### src/rtl/acp_fifo_wr_arb_pkg.sv
// Shared constants and types for the two-requester FIFO write arbiter.
package acp_fifo_wr_arb_pkg;

    localparam int unsigned C_WIDTH = 256;  // shared FIFO data width
    localparam int unsigned C_DEPTH = 16;   // FIFO word capacity
    localparam int unsigned LEVEL_W = 5;    // holds 0..C_DEPTH inclusive

    typedef enum logic {
        IDLE  = 1'b0,
        BURST = 1'b1
    } arb_state_t;

endpackage

### src/rtl/acp_fifo_level.sv
// Tracks FIFO occupancy from the write strobe and the consumer's effective reads.
module acp_fifo_level
    import acp_fifo_wr_arb_pkg::*;
#(
    parameter int unsigned C_DEPTH = acp_fifo_wr_arb_pkg::C_DEPTH
) (
    input  logic               sys_clk,
    input  logic               sys_rst,
    input  logic               wren,
    input  logic               rden,
    input  logic               empty,
    output logic [LEVEL_W-1:0] level,
    output logic               full
);

    logic rd_eff;
    logic inc;
    logic dec;

    // A read on an empty FIFO moves nothing; a simultaneous read and write cancel out
    always_comb begin
        rd_eff = rden & ~empty;
        inc    = wren & ~rd_eff;
        dec    = rd_eff & ~wren;
    end

    // Occupancy counter
    always_ff @(posedge sys_clk or posedge sys_rst) begin
        if (sys_rst) begin
            level <= '0;
        end else if (inc) begin
            level <= level + 1'b1;
        end else if (dec) begin
            level <= level - 1'b1;
        end
    end

    assign full = (level == LEVEL_W'(C_DEPTH));

    // Space is reserved at grant, so either of these means the reservation or the consumer broke
    a_no_overflow:  assert property (@(posedge sys_clk) disable iff (sys_rst) !(inc && full));
    a_no_underflow: assert property (@(posedge sys_clk) disable iff (sys_rst) !(dec && level == '0));

endmodule

### src/rtl/acp_fifo_wr_arb.sv
// Round-robin burst arbiter feeding two requesters into one shared write FIFO.
module acp_fifo_wr_arb
    import acp_fifo_wr_arb_pkg::*;
#(
    parameter int unsigned C_WIDTH = acp_fifo_wr_arb_pkg::C_WIDTH,
    parameter int unsigned C_DEPTH = acp_fifo_wr_arb_pkg::C_DEPTH
) (
    input  logic               sys_clk,
    input  logic               sys_rst,
    input  logic               s0_req,
    input  logic [3:0]         s0_len,
    output logic               s0_gnt,
    input  logic [C_WIDTH-1:0] s0_wdata,
    input  logic               s0_wvalid,
    output logic               s0_wready,
    input  logic               s1_req,
    input  logic [3:0]         s1_len,
    output logic               s1_gnt,
    input  logic [C_WIDTH-1:0] s1_wdata,
    input  logic               s1_wvalid,
    output logic               s1_wready,
    output logic [C_WIDTH-1:0] fifo_wdata,
    output logic               fifo_wren,
    input  logic               fifo_rden,
    input  logic               fifo_empty,
    output logic [LEVEL_W-1:0] level,
    output logic               full
);

    localparam logic [LEVEL_W:0] DEPTH_V = (LEVEL_W + 1)'(C_DEPTH);

    arb_state_t     state_q;
    logic [1:0]     gnt_q;     // one-hot, bit n = requester n
    logic           rr_q;      // requester with priority for the next grant
    logic [3:0]     cnt_q;     // beats left minus one
    logic           armed_q;   // holds off grants until the second edge after reset

    logic [1:0]     req_v;
    logic           sel;
    logic [3:0]     sel_len;
    logic [LEVEL_W:0] need;
    logic [LEVEL_W:0] space;
    logic           eligible;

    // Pick the considered requester; rr has strict priority even when it cannot fit
    always_comb begin
        req_v    = {s1_req, s0_req};
        sel      = req_v[rr_q] ? rr_q : ~rr_q;
        sel_len  = sel ? s1_len : s0_len;
        need     = {2'b00, sel_len} + 1'b1;
        space    = DEPTH_V - {1'b0, level};
        eligible = req_v[sel] && (need <= space);
    end

    // Arbiter FSM: grant in IDLE, count accepted beats in BURST
    always_ff @(posedge sys_clk or posedge sys_rst) begin
        if (sys_rst) begin
            state_q <= IDLE;
            gnt_q   <= '0;
            rr_q    <= 1'b0;
            cnt_q   <= '0;
            armed_q <= 1'b0;
        end else begin
            armed_q <= 1'b1;
            case (state_q)
                IDLE: begin
                    if (armed_q && eligible) begin
                        state_q <= BURST;
                        gnt_q   <= sel ? 2'b10 : 2'b01;
                        cnt_q   <= sel_len;
                    end
                end
                BURST: begin
                    if (fifo_wren) begin
                        if (cnt_q == '0) begin
                            state_q <= IDLE;
                            gnt_q   <= '0;
                            rr_q    <= ~gnt_q[1];
                        end else begin
                            cnt_q <= cnt_q - 1'b1;
                        end
                    end
                end
                default: state_q <= IDLE;
            endcase
        end
    end

    assign s0_gnt    = gnt_q[0];
    assign s1_gnt    = gnt_q[1];
    assign s0_wready = gnt_q[0];
    assign s1_wready = gnt_q[1];
    assign fifo_wren = (s0_wvalid & gnt_q[0]) | (s1_wvalid & gnt_q[1]);

    // Zero-latency data mux steered by the grant
    always_comb begin
        fifo_wdata = '0;
        if (gnt_q[0]) begin
            fifo_wdata = s0_wdata;
        end else if (gnt_q[1]) begin
            fifo_wdata = s1_wdata;
        end
    end

    acp_fifo_level #(
        .C_DEPTH (C_DEPTH)
    ) u_level (
        .sys_clk (sys_clk),
        .sys_rst (sys_rst),
        .wren    (fifo_wren),
        .rden    (fifo_rden),
        .empty   (fifo_empty),
        .level   (level),
        .full    (full)
    );

endmodule

### config.mk
export PLATFORM = sky130hd
export DESIGN_NAME = acp_fifo_wr_arb
export DESIGN_NICKNAME = d
export VERILOG_FILES = /design/src/rtl/acp_fifo_wr_arb_pkg.sv /design/src/rtl/acp_fifo_level.sv /design/src/rtl/acp_fifo_wr_arb.sv
export SDC_FILE = /design/constraint.sdc
export NUM_CORES = 1
export LEC_CHECK = 0
export CELL_PAD_IN_SITES_DETAIL_PLACEMENT = 0
export CELL_PAD_IN_SITES_GLOBAL_PLACEMENT = 1
export CORE_AREA = 3 3 310 312
export CTS_CLUSTER_DIAMETER = 30
export DETAILED_ROUTE_END_ITERATION = 12
export DIE_AREA = 0 0 313 315
export GPL_TIMING_DRIVEN = 0
export PLACE_DENSITY_LB_ADDON = 0.1
export SYNTH_ARGS = -nofsm -noshare
export SYNTH_HDL_FRONTEND = slang
export SYNTH_HIERARCHICAL = 1
export SYNTH_SLANG_ARGS = --single-unit
export TNS_END_PERCENT = 30
### constraint.sdc
create_clock -name sys_clk -period 7.3 [get_ports sys_clk]
set_clock_uncertainty 0.2 [all_clocks]
set_input_delay 1.095 -clock sys_clk [delete_from_list [all_inputs] [get_ports sys_clk]]
set_output_delay 1.095 -clock sys_clk [all_outputs]
set_load 0.01 [all_outputs]
==> summary.txt <==
STA
  – RSZ-0062 raised after global routing: false
  – Tmin final: 4.845 ns
  – Achievable frequency: 206.4 MHz
  – Max Slew Vio Count: 0
  – Relative slew slack: 0.3588
  – Setup_tns: 0 ns
  – Final worst path period share: 0.6637
  – Hold Fails Final Rpt: 0
  – Final setup viols: 0
  – Tightest Pin Transition: 0.9618 ns

Yosys
  – Synth Warn #: 6
  – EDFF count, synth: 0
  – Register bit count reported by yosys: 14
  – Mapped Area: 3750 sq um
  – Syn_nets: 996
  – Seq/Total Area, Yosys: 0.09343
  – Async set or reset register ratio after synthesis: 1.000
  – Library cells used by synthesis: 56
  – Top FF cell, synth: dfrtp_1
  – Mean post-synth cell area: 8.223 sq um
  – Post-synthesis cell count: 456

Route
  – Length of routed met3 wiring: 5243 microns
  – Post-Route M1 WL: 26730 microns
  – DR WL/cell: 26.25 microns
  – Highest routed layer: met5
  – Detailed-route via count: 7761
  – Antenna Violating Nets Remaining: 0
  – Drt drc: 0
  – DR WL met2: 33730 microns
  – Vias/cell: 3.080
  – Iteration-0 DRC count of the detailed router: 410
  – Final WL: 66160 microns
  – Pre-antenna DRT Iters: 5

CTS
  – CTS Sinks: 14
  – Total CTS buffers: 3
  – Post_cts resized: 0
  – H-tree levels: 1
  – Clock-pin slew on the worst setup and hold paths: 0.05 ns
  – CTS tree: built
  – Hold buffer count at cts: 0
  – Clk buf depth: 2
  – Worst-skew pair later-pin latency: 0.25 ns
  – Post-CTS setup repair buffer count: 0
  – Root buffer cell: clkbuf_16

Layout
  – Fin nets: 1795
  – Final core occ: 0.1434
  – Share of cells above drive strength 1: 0.03429
  – Filler instances: 10.68k
  – Final Non-Filler Cells: 2520
  – Area grow syn2layout: 257.0%

Global routing
  – Number of global-route vias before repair: 8012
  – Largest net degree at the start of global routing: 11
  – First-pass GRT wire length: 83210 microns
  – GR Overflow Total: 0
  – GRT Overall Usage: 0.1246
  – Initial antenna violation count: 48

Worst setup path
  – Crit. End Element: output pin
  – Setup Crit Path Kind: reg -> out
  – Worst Setup Start Kind: flop
  – R2R setup slack: 4.03 ns
  – Max Fanout on Critical Path: 10
  – Critical path required time: 6.00 ns
  – Arr. time, crit path: 3.55 ns

Die
  – Die Area: 98600 sq um
  – Die Width: 313 microns
  – Core box area: 93330 sq um
  – Die Y: 315 microns
  – I/O pin count: 795
  – Cell Rows: 112
  – Initial Util: 0.04018

Placed design
  – Placer Congestion: 0.8739
  – IO buf count: 794
  – Placed insts: 2504
  – Dpl hpwl: 60210 microns

Pwr
  – Leakage: 0.004743 uW
  – Clock share of power: 0.034
  – Sequential share of power: 0.053
  – Pwr/cell area: 263.5 nW/um^2
  – Internal power: 1861 uW
  – Combinational power share: 0.913
  – Sw Share: 0.4725
  – Overall Power: 3527 uW
  – P_sw: 1667 uW
  – Max rail drop VDD: 0.1046 mV

Job
  – Max_cap viols: 0

Status
  – Status: completed

Min path
  – Hold Path Class: reg -> reg
==> cell families (layout without fill, tap and decap cells) <==
| kind of cell | count (synthesis) | after routing | share of synthesized area |
|---|---|---|---|
| AO/OA/AOI/OAI | 293 | 293 | 0.6750 |
| buffers and inverters | 74 | 872 | 0.08409 |
| AND/OR/NAND/NOR | 49 | 49 | 0.07007 |
| flip-flops | 14 | 14 | 0.09343 |
| adder cells (fa/ha/maj) | 12 | 12 | 0.04204 |
| multiplexers | 7 | 7 | 0.02035 |
| XOR/XNOR | 6 | 6 | 0.01401 |
| other | 1 | 13 | 0.001000 |
==> registers in the layout, indices dropped and copies added (netlist names) <==
signal         flops
armed_q            1
rr_q               1
state_q            1
gnt_q              2
cnt_q              4
u_level/level      5
==> Yosys cell counts, drive strengths merged (4+ instances only) <==
| cell type | number | area (sq um) |
|---|---|---|
| a21o | 4 | 30.03 |
| xor2 | 4 | 35.03 |
| nor3 | 4 | 25.02 |
| inv | 12 | 45.05 |
| nand3 | 5 | 30.03 |
| o21ai | 6 | 30.02 |
| ha | 11 | 137.6 |
| a22o | 255 | 2233 |
| nor2 | 9 | 36.29 |
| buf | 33 | 161.4 |
| a21oi | 6 | 37.54 |
| dfrtp | 14 | 350.3 |
| mux2i | 5 | 53.80 |
| nand2 | 12 | 45.04 |
| clkbuf | 28 | 105.1 |
==> layout make-up <==
type	instances	area [sq um]	share of cell area
multi-input combinational	368	3084	0.2304
timing repair buffer	794	7948	0.5938
clock buffer	4	88.84	0.006637
tap	1254	1569	0.1172
buffer	61	266.5	0.01991
antenna	12	30.03	0.002243
sequential	14	350.3	0.02617
inverter	13	48.80	0.003646
==> per-layer routing <==
layer | vias up | track usage
met3 | 62 | 0.04174
met1 | 3663 | 0.1465
met4 | 22 | 0.002449
met2 | 471 | 0.2304
met5 | - | 0
li1 | 3543 | -
==> placed cells by master, fill, tap and decap left out, types with 3 or more instances in the layout <==
cell,Yosys,layout
nor3_1,3,3
buf_2,24,24
xor2_1,4,4
or3_1,3,3
nor2_1,8,8
ha_1,11,11
inv_1,10,10
diode_2,0,12
clkdlybuf4s50_1,0,794
nand2b_1,3,3
clkbuf_1,28,28
nand3_1,4,4
a21oi_1,4,4
nand2_1,12,12
a22o_1,255,255
dfrtp_1,14,14
clkbuf_16,0,3
a21o_1,4,4
mux2i_1,4,4
o21ai_0,5,5
buf_1,7,7
==> power groups by stage <==
stage	registers, uW	logic (uW)	clock network [uW]
floorplan	166	1340	0
global placement	193	3330	0
detailed placement	193	3280	0
CTS	193	3300	126
global route	198	3450	129
finish	189	3220	120
==> critical path, cell delays in order (launching register included) <==
cell and delay, ns:
dfrtp_1 0.58, buf_2 0.43, clkbuf_1 0.54, clkbuf_1 0.78, a22o_1 0.34, clkdlybuf4s50_1 0.60
==> path summary, 6_finish.rpt <==
path                       cells past startpoint                      endpoint                 start
setup reg to reg                              11          cnt_q[0]$_DFFE_PP0P_      rr_q$_DFFE_PP0P_
hold reg to reg                                2              rr_q$_DFFE_PP0P_      rr_q$_DFFE_PP0P_
hold / removal                                 2              rr_q$_DFFE_PP0P_      rr_q$_DFFE_PP0P_
max in group asynchronous                      2          cnt_q[3]$_DFFE_PP0P_               sys_rst
setup / recovery                               5               fifo_wdata[141]  gnt_q[0]$_DFFE_PP0P_
min in group asynchronous                      2  u_level/level[4]$_DFFE_PP0P_               sys_rst
==> per-stage QoR <==
step | hold WS, ns | setup WS, ns | instance area [sq um]
CTS | 0.3616 | 2.063 | 13360
detailed placement | 0.3495 | 2.344 | 13270
finish | 0.3564 | 2.455 | 13390
floorplan | 0.2993 | 3.682 | 3750
global placement | 0.3417 | 2.297 | 13270
global route | 0.3943 | 2.103 | 13360
(Power assumes the default switching activity.)
